### src/rtl/thor2025_pkg.sv
// Shared Thor2025 types: architectural/physical register tag widths and default counts.
package thor2025_pkg;
    localparam int AREG_DEF = 32;
    localparam int PREG_DEF = 48;

    typedef logic [4:0] aregno_t;
    typedef logic [5:0] pregno_t;
endpackage

### src/rtl/thor2025_rat_bypass.sv
// Combinational intra-group bypass: overrides map lookups with the pd of the youngest
// older valid slot writing the same architectural register; r0 always reads tag 0.
module thor2025_rat_bypass
    import thor2025_pkg::*;
#(
    parameter int NSLOT = 3
) (
    input  logic [NSLOT-1:0]    rn_v,
    input  logic [NSLOT-1:0]    rd_v,
    input  aregno_t [NSLOT-1:0] rs1,
    input  aregno_t [NSLOT-1:0] rs2,
    input  aregno_t [NSLOT-1:0] rd,
    input  pregno_t [NSLOT-1:0] pd,
    input  pregno_t [NSLOT-1:0] map_s1,
    input  pregno_t [NSLOT-1:0] map_s2,
    input  pregno_t [NSLOT-1:0] map_d,
    output pregno_t [NSLOT-1:0] ps1,
    output pregno_t [NSLOT-1:0] ps2,
    output pregno_t [NSLOT-1:0] pd_old
);

    always_comb begin
        ps1    = '0;
        ps2    = '0;
        pd_old = '0;
        for (int i = 0; i < NSLOT; i++) begin
            if (rn_v[i]) begin
                ps1[i]    = (rs1[i] == '0) ? '0 : map_s1[i];
                ps2[i]    = (rs2[i] == '0) ? '0 : map_s2[i];
                pd_old[i] = (rd_v[i] && rd[i] != '0) ? map_d[i] : '0;
                // Ascending scan so the youngest older writer wins.
                for (int j = 0; j < i; j++) begin
                    if (rn_v[j] && rd_v[j] && rd[j] != '0) begin
                        if (rd[j] == rs1[i])            ps1[i]    = pd[j];
                        if (rd[j] == rs2[i])            ps2[i]    = pd[j];
                        if (rd_v[i] && rd[j] == rd[i])  pd_old[i] = pd[j];
                    end
                end
            end
        end
    end

endmodule

### src/rtl/thor2025_rat.sv
// Register alias table: renames NSLOT instructions per cycle with registered outputs.
// Optional single map checkpoint enabled by defining THOR2025_RAT_CKPT_EN.
module thor2025_rat
    import thor2025_pkg::*;
#(
    parameter int NSLOT = 3,
    parameter int AREG  = AREG_DEF,
    parameter int PREG  = PREG_DEF
) (
    input  logic                clk,
    input  logic                rst_n,
    input  logic                stall,
    input  logic [NSLOT-1:0]    rn_v,
    input  aregno_t [NSLOT-1:0] rs1,
    input  aregno_t [NSLOT-1:0] rs2,
    input  aregno_t [NSLOT-1:0] rd,
    input  logic [NSLOT-1:0]    rd_v,
    input  pregno_t [NSLOT-1:0] pd,
    input  logic                ckpt_save,
    input  logic                ckpt_restore,
    output logic [NSLOT-1:0]    out_v,
    output pregno_t [NSLOT-1:0] ps1,
    output pregno_t [NSLOT-1:0] ps2,
    output pregno_t [NSLOT-1:0] pd_out,
    output pregno_t [NSLOT-1:0] pd_old
);

    pregno_t map_q   [AREG];
    pregno_t map_nxt [AREG];

    pregno_t [NSLOT-1:0] map_s1, map_s2, map_d;
    pregno_t [NSLOT-1:0] byp_ps1, byp_ps2, byp_pd_old, pd_gated;
    logic                restore;

    always_comb begin
        map_s1   = '0;
        map_s2   = '0;
        map_d    = '0;
        pd_gated = '0;
        for (int i = 0; i < NSLOT; i++) begin
            map_s1[i]   = map_q[rs1[i]];
            map_s2[i]   = map_q[rs2[i]];
            map_d[i]    = map_q[rd[i]];
            pd_gated[i] = rn_v[i] ? pd[i] : '0;
        end
    end

    thor2025_rat_bypass #(.NSLOT(NSLOT)) u_bypass (
        .rn_v   (rn_v),
        .rd_v   (rd_v),
        .rs1    (rs1),
        .rs2    (rs2),
        .rd     (rd),
        .pd     (pd),
        .map_s1 (map_s1),
        .map_s2 (map_s2),
        .map_d  (map_d),
        .ps1    (byp_ps1),
        .ps2    (byp_ps2),
        .pd_old (byp_pd_old)
    );

    // Youngest writer of a given rd is applied last and therefore wins.
    always_comb begin
        map_nxt = map_q;
        for (int j = 0; j < NSLOT; j++) begin
            if (rn_v[j] && rd_v[j] && rd[j] != '0)
                map_nxt[rd[j]] = pd[j];
        end
    end

`ifdef THOR2025_RAT_CKPT_EN
    pregno_t ckpt_q [AREG];

    assign restore = ckpt_restore;

    always_ff @(posedge clk or negedge rst_n) begin
        if (!rst_n) begin
            for (int i = 0; i < AREG; i++)
                ckpt_q[i] <= (i < PREG) ? pregno_t'(i) : '0;
        end else if (ckpt_save && !ckpt_restore && !stall) begin
            ckpt_q <= map_nxt;
        end
    end
`else
    logic ckpt_unused;

    assign restore     = 1'b0;
    assign ckpt_unused = ckpt_save | ckpt_restore;
`endif

    always_ff @(posedge clk or negedge rst_n) begin
        if (!rst_n) begin
            for (int i = 0; i < AREG; i++)
                map_q[i] <= (i < PREG) ? pregno_t'(i) : '0;
        end else if (restore) begin
`ifdef THOR2025_RAT_CKPT_EN
            map_q <= ckpt_q;
`endif
        end else if (!stall) begin
            map_q <= map_nxt;
        end
    end

    // Output stage p1: renamed group registered one cycle after presentation.
    logic [NSLOT-1:0]    vld_p1;
    pregno_t [NSLOT-1:0] ps1_p1, ps2_p1, pd_p1, pd_old_p1;

    always_ff @(posedge clk or negedge rst_n) begin
        if (!rst_n) begin
            vld_p1    <= '0;
            ps1_p1    <= '0;
            ps2_p1    <= '0;
            pd_p1     <= '0;
            pd_old_p1 <= '0;
        end else if (restore) begin
            vld_p1    <= '0;
            ps1_p1    <= '0;
            ps2_p1    <= '0;
            pd_p1     <= '0;
            pd_old_p1 <= '0;
        end else if (!stall) begin
            vld_p1    <= rn_v;
            ps1_p1    <= byp_ps1;
            ps2_p1    <= byp_ps2;
            pd_p1     <= pd_gated;
            pd_old_p1 <= byp_pd_old;
        end
    end

    assign out_v  = vld_p1;
    assign ps1    = ps1_p1;
    assign ps2    = ps2_p1;
    assign pd_out = pd_p1;
    assign pd_old = pd_old_p1;

endmodule

### config.mk
export PLATFORM = sky130hd
export DESIGN_NAME = thor2025_rat
export DESIGN_NICKNAME = d
export VERILOG_FILES = /design/src/rtl/thor2025_pkg.sv /design/src/rtl/thor2025_rat_bypass.sv /design/src/rtl/thor2025_rat.sv
export SDC_FILE = /design/constraint.sdc
export NUM_CORES = 1
export LEC_CHECK = 0
export ABC_CLOCK_PERIOD_IN_PS = 3280
export CORE_ASPECT_RATIO = 0.7
export CORE_MARGIN = 2
export CORE_UTILIZATION = 40
export CTS_CLUSTER_SIZE = 14
export DETAILED_ROUTE_END_ITERATION = 10
export PLACE_DENSITY_LB_ADDON = 0.08
export SLEW_MARGIN = 20
export SYNTH_ARGS = -nofsm -noshare
export SYNTH_HDL_FRONTEND = slang
export SYNTH_SLANG_ARGS = --single-unit
### constraint.sdc
create_clock -name clk -period 3.28 [get_ports clk]
set_clock_uncertainty 0.15 [all_clocks]
set_input_delay 0.82 -clock clk [delete_from_list [all_inputs] [get_ports clk]]
set_output_delay 0.82 -clock clk [all_outputs]
set_load 0.02 [all_outputs]
==> impl_metrics.env <==
export IMPL_rsz0062_at_grt="no"
export IMPL_synthFlopType="dfrtp_1"
export IMPL_maxCapViolations=0
export IMPL_die_area_mm2=0.08037
export IMPL_clk_pin_slew_worst_paths_ps=60
export IMPL_hold_path_class="in -> async"
export IMPL_p_per_area_mw_per_mm2=470.8
export IMPL_postCtsSetupRepairBufs=0
export IMPL_synth_seq_area_share=0.2171
export IMPL_start_util=0.4051
export IMPL_min_period_over_period=0.9337
export IMPL_vdd_ir_drop_max_uv=308.0
export IMPL_drc=0
export IMPL_syn_area_mm2=0.03123
export IMPL_dp_hpwl_um=119900
export IMPL_synth_edff_count=0
export IMPL_drive_above_1_share=0.3033
export IMPL_grt_pass1_vias=28955
export IMPL_viasPerCell=7.237
export IMPL_avgSynthCellArea_um2=9.473
export IMPL_period_minus_slack_ps=3063
export IMPL_num_rows=85
export IMPL_ant_nets=0
export IMPL_cts_resized=0
export IMPL_report_final_slew_viol_count=0
export IMPL_numClockSinks=267
export IMPL_critPathLaunchType="primary input"
export IMPL_nFillCells=7206
export IMPL_grt_pass1_wl_um=233300
export IMPL_cts_root_buffer="clkbuf_16"
export IMPL_critPathMaxFanout=14
export IMPL_synth_async_reset_ratio=1.000
export IMPL_antenna_found_initial=11
export IMPL_core_mm2=0.07711
export IMPL_h_tree_depth=2
export IMPL_ctsHoldBuffers=0
export IMPL_whs_ps=56.70
export IMPL_overflow=0
export IMPL_cp_arrival_ps=3380
export IMPL_yosysWarnings=0
export IMPL_layout_nets=3347
export IMPL_hold_viol=0
export IMPL_cts_tree="done"
export IMPL_cts_buffers=35
export IMPL_io_buffers=146
export IMPL_drt_iter0_drc=5570
export IMPL_ys_seq_elements=267
export IMPL_cp_end_kind="register"
export IMPL_critPathKind="in -> reg"
export IMPL_worst_pin_slew_ps=1093
export IMPL_fp_dieH_um=237.8
export IMPL_maxSlewHeadroom=0.2716
export IMPL_die_w_um=338.0
export IMPL_syn_inst=3297
export IMPL_synth_area_leaders="mux4_2 31%, dfrtp_1 15%, mux2i_1 9.3%"
export IMPL_status="finished, final reports clean"
export IMPL_synth_top_area_cell="mux4_2"
export IMPL_wl_per_cell_um=38.89
export IMPL_routed_wirelength_um=169000
export IMPL_synthDistinctLibCells=62
export IMPL_syn_to_final_growth_pct=16.39
export IMPL_clk_latency_ps=610
export IMPL_num_vias=31461
export IMPL_required_ps=3600
export IMPL_ctsLongestPathBuffers=3
export IMPL_gp_congestion=1.112
export IMPL_synth_fp_nets=3371
export IMPL_drt_pass1_iter_count=7
export IMPL_io_pins=149
export IMPL_grt_max_degree=221
export IMPL_fmax_mhz=326.5
export IMPL_grtUsageTotal=0.4167
export IMPL_setup_viol=0
export IMPL_synth_top_area_share=0.3057
export IMPL_p_leak_nw=13.33
export IMPL_p_total_mw=17.12
## placed cells by master (no fill, tap or decap), drive strengths merged, types with 7 or more instances in the layout
master	n
nand2	319
nor3b	9
xnor2	27
clkinv	10
dfrtp	187
mux2i	290
clkbuf	50
a22oi	108
nor2	259
or3	7
dfstp	80
nand4	23
o221ai	9
a211oi	222
o21ai	252
o22ai	12
nand3	23
buf	399
a21oi	303
and3b	7
a22o	7
nor3	17
clkdlybuf4s50	109
nor4	10
xor2	18
mux4	424
a221oi	9
nor2b	46
## critical path, stage by stage
cell	delay (ps)
clkdlybuf4s50_1	510
buf_4	220
buf_12	150
nor3b_1	760
nand2_1	230
buf_12	200
a211oi_1	190
a21oi_1	60
o21ai_0	210
## stage by stage
step	area [um^2]	setup slack, ps	std cells	utilization	TNS [ps]
after floorplan	31230	478.1	3297	-	0
after global placement	35250	-265.9	4280	0.4572	-10330
after detailed placement	35250	-264.4	4280	0.4572	-11640
after CTS	36350	336.0	4344	0.4714	0
after global routing	36350	163.0	4344	0.4714	0
final	36350	217.4	4347	0.4715	0
## cell usage after synthesis (23+ instances only)
| cell | count |
|---|---|
| nor2b_1 | 45 |
| a22oi_1 | 108 |
| a21oi_1 | 303 |
| o21ai_0 | 200 |
| xnor2_1 | 27 |
| buf_2 | 88 |
| mux2i_1 | 290 |
| buf_1 | 24 |
| o21ai_1 | 52 |
| clkbuf_1 | 436 |
| nand2_1 | 319 |
| a211oi_1 | 222 |
| dfstp_2 | 80 |
| dfrtp_1 | 187 |
| nor2_1 | 234 |
| mux4_2 | 424 |
| nand3_1 | 23 |
## flip-flops by register name, indices dropped and copies added (netlist names)
| register | count |
|---|---|
| pd_old | 18 |
| ps2 | 18 |
| pd_out | 18 |
| map_q | 192 |
| ps1 | 18 |
| out_v | 3 |
## power breakdown
part | switching [mW] | total (mW) | internal, mW
Combinational | 3.46 | 6.93 | 3.46
Clock | 1.75 | 3.92 | 2.17
Sequential | 2.28 | 6.27 | 3.99
Total | 7.49 | 17.1 | 9.62
## final timing paths
kind                                        startpoint                      to  slack, ps  cells after the start
worst min register to register  pd_out[13]$_DFFE_PN0N_  pd_out[13]$_DFFE_PN0N_        330                      2
max in group asynchronous                        rst_n   map_q[79]$_DFFE_PN1N_       2020                      2
min in group clk                pd_out[13]$_DFFE_PN0N_  pd_out[13]$_DFFE_PN0N_        330                      2
worst max-delay path                             rd[8]   map_q[91]$_DFFE_PN0N_        220                      9
worst max register to register  map_q[176]$_DFFE_PN0N_      ps2[8]$_DFFE_PN0N_        410                      7
worst min-delay path                             rst_n  map_q[155]$_DFFE_PN0N_         60                      1
## logic make-up (layout without fill, tap and decap cells)
group	count (synthesis)	count (layout)	share of synthesized area
AO/OA/AOI/OAI	936	936	0.1818
buffers and inverters	574	577	0.07527
other	0	3	0
flip-flops	267	267	0.2171
multiplexers	714	714	0.3987
AND/OR/NAND/NOR	761	761	0.1145
XOR/XNOR	45	45	0.01262
## layer usage
layer / routed length [um] / share of wire / up-vias / track usage
met1: 66030 / 0.39 / 15864 / 0.5830
met3: 28490 / 0.17 / 458 / 0.1920
met2: 65700 / 0.39 / 2638 / 0.5461
met5: 56 / 0.00033 / - / 0
met4: 8764 / 0.052 / 8 / 0.1751
li1: - / - / 12493 / -
## cell type report
cell class / instances / area, um^2 / area share
antenna: 3 / 7.507 / 0.0002065
clock buffer: 50 / 973.4 / 0.02678
clock inverter: 14 / 122.6 / 0.003373
inverter: 5 / 18.77 / 0.0005163
multi-input combinational: 2456 / 22100 / 0.6080
sequential: 267 / 6782 / 0.1865
tap: 1044 / 1306 / 0.03593
timing repair buffer: 508 / 5042 / 0.1387
Note: power is estimated with default switching activity, not from simulation.
